### src/rtl/add_32_serial.sv
// -----------------------------------------------------------------------------
// add_32_serial
//
// Multi-cycle adder for the ALU path where a single-cycle WIDTH-bit carry
// chain does not close timing. An accepted start latches both operands and the
// carry-in. One SLICE-bit slice is then added per clock, least significant
// slice first. The carry between slices is held in a register. After NSLICE
// add cycles the sum and flags are presented together with a one-cycle done
// pulse. They hold until the next accepted start.
//
// Ports
//   clk       rising-edge clock
//   rst       asynchronous, active-high reset
//   start     request; sampled only in IDLE or in the DONE cycle
//   cin       carry into bit 0, latched on accepted start
//   in0, in1  operands A and B, latched on accepted start
//   busy      high while slices are being added
//   done      single-cycle pulse; out and flags valid
//   out       A + B + cin mod 2^WIDTH (partial while busy)
//   carryout  carry out of bit WIDTH-1
//   overflow  signed two's-complement overflow
//   zero      high when out == 0
// -----------------------------------------------------------------------------
module add_32_serial #(
    parameter int WIDTH = 32,   // must be an integer multiple of SLICE
    parameter int SLICE = 8
) (
    input  logic             clk,
    input  logic             rst,
    input  logic             start,
    input  logic             cin,
    input  logic [WIDTH-1:0] in0,
    input  logic [WIDTH-1:0] in1,
    output logic             busy,
    output logic             done,
    output logic [WIDTH-1:0] out,
    output logic             carryout,
    output logic             overflow,
    output logic             zero
);

    localparam int NSLICE = WIDTH / SLICE;
    localparam int KW     = (NSLICE > 1) ? $clog2(NSLICE) : 1;
    localparam logic [KW-1:0] K_LAST = KW'(NSLICE - 1);

    typedef enum logic [1:0] {
        S_IDLE,
        S_RUN,
        S_DONE
    } state_t;

    state_t           state_q, state_d;
    logic [WIDTH-1:0] a_q, a_d;
    logic [WIDTH-1:0] b_q, b_d;
    logic             carry_q, carry_d;
    logic [KW-1:0]    k_q, k_d;
    logic [WIDTH-1:0] out_d;
    logic             busy_d, done_d, carryout_d, overflow_d, zero_d;

    logic             load;
    logic [SLICE-1:0] a_slice, b_slice;
    logic [SLICE:0]   slice_sum;    // {carry, sum} of the current slice
    logic [WIDTH-1:0] out_merged;   // out with the current slice written in

    // -------------------------------------------------------------------------
    // Next-state and datapath logic
    // -------------------------------------------------------------------------
    always_comb begin
        // NOTE: every signal gets a default before the case statement, so that
        // no path leaves a variable unassigned and no latch is inferred.
        state_d    = state_q;
        a_d        = a_q;
        b_d        = b_q;
        carry_d    = carry_q;
        k_d        = k_q;
        out_d      = out;
        busy_d     = busy;
        done_d     = 1'b0;
        carryout_d = carryout;
        overflow_d = overflow;
        zero_d     = zero;

        a_slice    = a_q[k_q*SLICE +: SLICE];
        b_slice    = b_q[k_q*SLICE +: SLICE];
        slice_sum  = {1'b0, a_slice} + {1'b0, b_slice} + {{SLICE{1'b0}}, carry_q};
        out_merged = out;
        out_merged[k_q*SLICE +: SLICE] = slice_sum[SLICE-1:0];

        // A start is accepted from IDLE and from the DONE cycle (back-to-back).
        load = start && ((state_q == S_IDLE) || (state_q == S_DONE));

        case (state_q)
            S_IDLE: ;
            S_RUN: begin
                out_d   = out_merged;
                carry_d = slice_sum[SLICE];
                if (k_q == K_LAST) begin
                    // The final slice holds the sign bit of the result.
                    carryout_d = slice_sum[SLICE];
                    overflow_d = (a_q[WIDTH-1] == b_q[WIDTH-1]) &&
                                 (slice_sum[SLICE-1] != a_q[WIDTH-1]);
                    zero_d     = (out_merged == '0);
                    k_d        = '0;
                    busy_d     = 1'b0;
                    done_d     = 1'b1;
                    state_d    = S_DONE;
                end else begin
                    k_d = k_q + 1'b1;
                end
            end
            S_DONE:  state_d = S_IDLE;
            default: state_d = S_IDLE;
        endcase

        // Accepting a start clears the previous result and its flags.
        if (load) begin
            a_d        = in0;
            b_d        = in1;
            carry_d    = cin;
            k_d        = '0;
            out_d      = '0;
            carryout_d = 1'b0;
            overflow_d = 1'b0;
            zero_d     = 1'b0;
            busy_d     = 1'b1;
            state_d    = S_RUN;
        end
    end

    // -------------------------------------------------------------------------
    // State register
    // -------------------------------------------------------------------------
    // NOTE: every register, including the operand latches, is reset so that
    // no X can reach the outputs after reset, even mid-operation.
    always_ff @(posedge clk or posedge rst) begin
        if (rst) begin
            state_q  <= S_IDLE;
            a_q      <= '0;
            b_q      <= '0;
            carry_q  <= 1'b0;
            k_q      <= '0;
            out      <= '0;
            busy     <= 1'b0;
            done     <= 1'b0;
            carryout <= 1'b0;
            overflow <= 1'b0;
            zero     <= 1'b0;
        end else begin
            // NOTE: non-blocking assignments, so that every register samples
            // the values from before the edge regardless of statement order.
            state_q  <= state_d;
            a_q      <= a_d;
            b_q      <= b_d;
            carry_q  <= carry_d;
            k_q      <= k_d;
            out      <= out_d;
            busy     <= busy_d;
            done     <= done_d;
            carryout <= carryout_d;
            overflow <= overflow_d;
            zero     <= zero_d;
        end
    end

endmodule

### config.mk
export PLATFORM = sky130hd
export DESIGN_NAME = add_32_serial
export DESIGN_NICKNAME = d
export VERILOG_FILES = /design/src/rtl/add_32_serial.sv
export SDC_FILE = /design/constraint.sdc
export NUM_CORES = 1
export LEC_CHECK = 0
export ABC_CLOCK_PERIOD_IN_PS = 5050
export BUFFER_PORTS_ARGS = -buffer_cell sky130_fd_sc_hd__clkbuf_2
export CAP_MARGIN = 20
export CORE_MARGIN = 1.5
export CORE_UTILIZATION = 34
export CTS_BUF_LIST = sky130_fd_sc_hd__clkbuf_2
export DETAILED_ROUTE_END_ITERATION = 10
export HOLD_SLACK_MARGIN = 0.12
export PLACE_DENSITY = 0.5
export SETUP_SLACK_MARGIN = 0.15
export SYNTH_ARGS = -nofsm -noshare
export SYNTH_HDL_FRONTEND = slang
export SYNTH_SLANG_ARGS = --single-unit
### constraint.sdc
create_clock -name clk -period 5.05 [get_ports clk]
set_input_delay 1.01 -clock clk [delete_from_list [all_inputs] [get_ports clk]]
set_output_delay 1.01 -clock clk [all_outputs]
set_load 0.005 [all_outputs]
==> metrics.md <==
| Metric | Value |
|---|---|
| Post-DP HPWL | `9310 um` |
| Hold Crit Class | `in2async` |
| Proportion of layout cells with a drive suffix above 1 | `0.247` |
| Setup TNS | `0 ps` |
| Die area | `15,500 sq um` |
| CTS Sinks | `106` |
| Storage element area | `2650 sq um` |
| Total GRT Usage | `0.172` |
| Startpoint types | `register` |
| Fmax | `254 MHz` |
| RSZ-0062 raised after global routing | `false` |
| Vias in the first global route | `4,009` |
| Io pins | `105` |
| Commonest non-fill, non-tap cell in the layout | `nand2_1` |
| Final setup viols | `0` |
| Synth warn | `0` |
| Antenna Diode Count | `0` |
| Yosys top cell by area | `dfrtp_1` |
| Hold Fails Final Rpt | `0` |
| H-tree levels | `3` |
| Root buffer cell | `clkbuf_2` |
| Syn Nets | `602` |
| Primary FF master, synth | `dfrtp_1` |
| Fin. max-slew vios | `0` |
| Critical R2R Launch | `k_q[0]` |
| Post-synth top area share | `0.528` |
| Worst VDD drop | `0.000296 V` |
| Cell area after synthesis | `5020 sq um` |
| Fillers | `1,506` |
| CP Data Arrival Time | `4500 ps` |
| Clk buf depth | `2` |
| DR vias/cell | `4.93` |
| Post-synthesis async set-or-reset flop share | `1.00` |
| Clock-pin slew on the worst setup and hold paths | `290 ps` |
| DRC viols | `0` |
| Post-route cell area | `5840 sq um` |
| Commonest non-fill, non-tap cells in the layout | `222 x nand2_1, 115 x clkbuf_2, 106 x dfrtp_1` |
| Unique masters post-synth | `47` |
| CTS tree | `done` |
| Number of synthesized flops with an enable pin | `0` |
| Post_cts resized | `0` |
| Post-synthesis cell count | `519` |
| Tcrit/Tclk final | `0.780` |
| Least-Margin Pin Slew | `1000 ps` |
| Rel. slew slack | `0.332` |
| Area Overhead vs Synth | `16.3%` |
| Drt total wl | `12,800 um` |
| Initial Util | `0.347` |
| CP endpoint kind | `register` |
| Post-route ant nets | `0` |
| Final nets | `702` |
| Overflow after GRT | `0` |
| #FFs+latches synth | `106` |
| Global-route wire length before repair | `21,100 um` |
| Final Wtd Congestion | `0.829` |
| Worst Setup SP | `k_q[0]` |
| Die height | `125 um` |
| Core Region | `14,500 sq um` |
| Detailed-route via count | `3,982` |
| Clock skew | `36.4 ps` |
| Clk_lat worst skew | `630 ps` |
| Hold_buf cts | `0` |
| Syn avg cell area | `9.67 sq um` |
| P per Cell Area | `733 nW/um^2` |
| P_leak | `3.05 nW` |
| Detailed router's first-iteration violation count | `192` |
| Critical path class | `reg2reg` |
| Status | `finished clean` |
| WP data required | `5610 ps` |
| DR WL/cell | `15.9 um` |
| Die Span X | `125 um` |
| Top cells by area, synth | `dfrtp_1 53%, nand2_1 17%, mux4_2 7.2%, ha_1 3.2%, o21ai_0 2.7%` |
| R2R Setup Slk | `1110 ps` |
| IO buf count | `104` |
| Drt pass-1 iters | `4` |
| Largest net degree at the start of global routing | `78` |
| Placement Cell Area | `5730 sq um` |
| Crit Path Max Fanout | `22` |
| # Max-Cap Violations | `0` |
| Site row count | `44` |
| Min Tclk post-route | `3940 ps` |
| Multi-input gate area | `2230 sq um` |
| Post-CTS setup buffer count | `0` |
| Sequential share of the synthesized area | `0.528` |
| CTS buffer count | `9` |
| Initial antenna violation count | `0` |
cell type report:
class	count	share of cell area
Multi-Input combinational cell	378	0.382
Sequential cell	106	0.454
Timing Repair Buffer	111	0.100
Tap cell	184	0.0394
Clock buffer	11	0.00943
Clock inverter	5	0.00536
Inverter	13	0.00879
critical path, stage by stage, from the launching register on:
cell,delay (ps)
dfrtp_1,1070
mux4_2,630
fa_1,420
inv_1,90
fa_1,250
or2b_1,150
a21oi_1,80
o31ai_1,240
xor2_1,490
o2111ai_1,220
o31ai_2,190
path summary, 6_finish.rpt:
check / endpoint / depth (start not counted)
setup / recovery: zero / 10
hold / removal: a_q[7] / 2
setup reg to reg: zero / 10
min in group clk: a_q[24] / 2
hold reg to reg: a_q[24] / 2
max in group asynchronous: busy / 4
state kept, by name, indices dropped and copies added (netlist names):
signal	count
busy	1
zero	1
k_q	2
done	1
state_q	2
carryout	1
out	32
carry_q	1
b_q	32
overflow	1
a_q	32
through the flow:
step                       util  std cells  total power, mW  setup WS, ps  hold WS, ps
after floorplan               -        519             3.12          1250          440
after global placement    0.396        791             3.96          1250          456
after detailed placement  0.396        791             4.00          1140          457
after CTS                 0.402        807             4.36          1060          479
after global routing      0.403        808             4.67           876          308
final                     0.403        808             4.28          1110          349
logic make-up (layout without fill, tap and decap cells):
kind of cell	after synthesis	after routing	share of synthesized area
xor+xnor	7	7	0.0137
compound gates	68	68	0.0882
buf+inv	35	140	0.0287
mux	18	18	0.0758
simple gates	270	270	0.225
fa+ha+maj	15	15	0.0404
flops	106	106	0.528
power breakdown:
group	leakage (nW)	total [mW]	internal (mW)	switching [mW]
Clock	0.0532	0.348	0.0661	0.282
Combinational	1.64	2.43	0.964	1.47
Sequential	1.36	1.50	1.21	0.293
synthesized netlist by cell type, types with 2 or more instances:
master,count
buf_2,2
nor4_1,2
nor2_1,14
nor3_1,7
and4bb_2,3
o22ai_1,5
or4_1,3
ha_1,13
a22o_1,14
nand3_1,2
mux4_2,16
a21oi_1,9
clkbuf_1,18
nand2_1,222
mux2i_1,2
o31ai_1,2
and2_1,2
dfrtp_1,106
fa_1,2
or2_2,2
inv_1,13
xor2_1,5
or3_1,2
o21ai_0,27
nand2b_1,4
metal layers:
| metal | global-route usage | share of wire | up-vias |
|---|---|---|---|
| met3 | 0.0447 | 0.044 | 10 |
| met5 | 0 | 0 | - |
| li1 | - | - | 1932 |
| met2 | 0.278 | 0.47 | 107 |
| met4 | 0.0406 | 0.012 | 0 |
| met1 | 0.232 | 0.47 | 1933 |
Power figures use the tool's default switching activity.
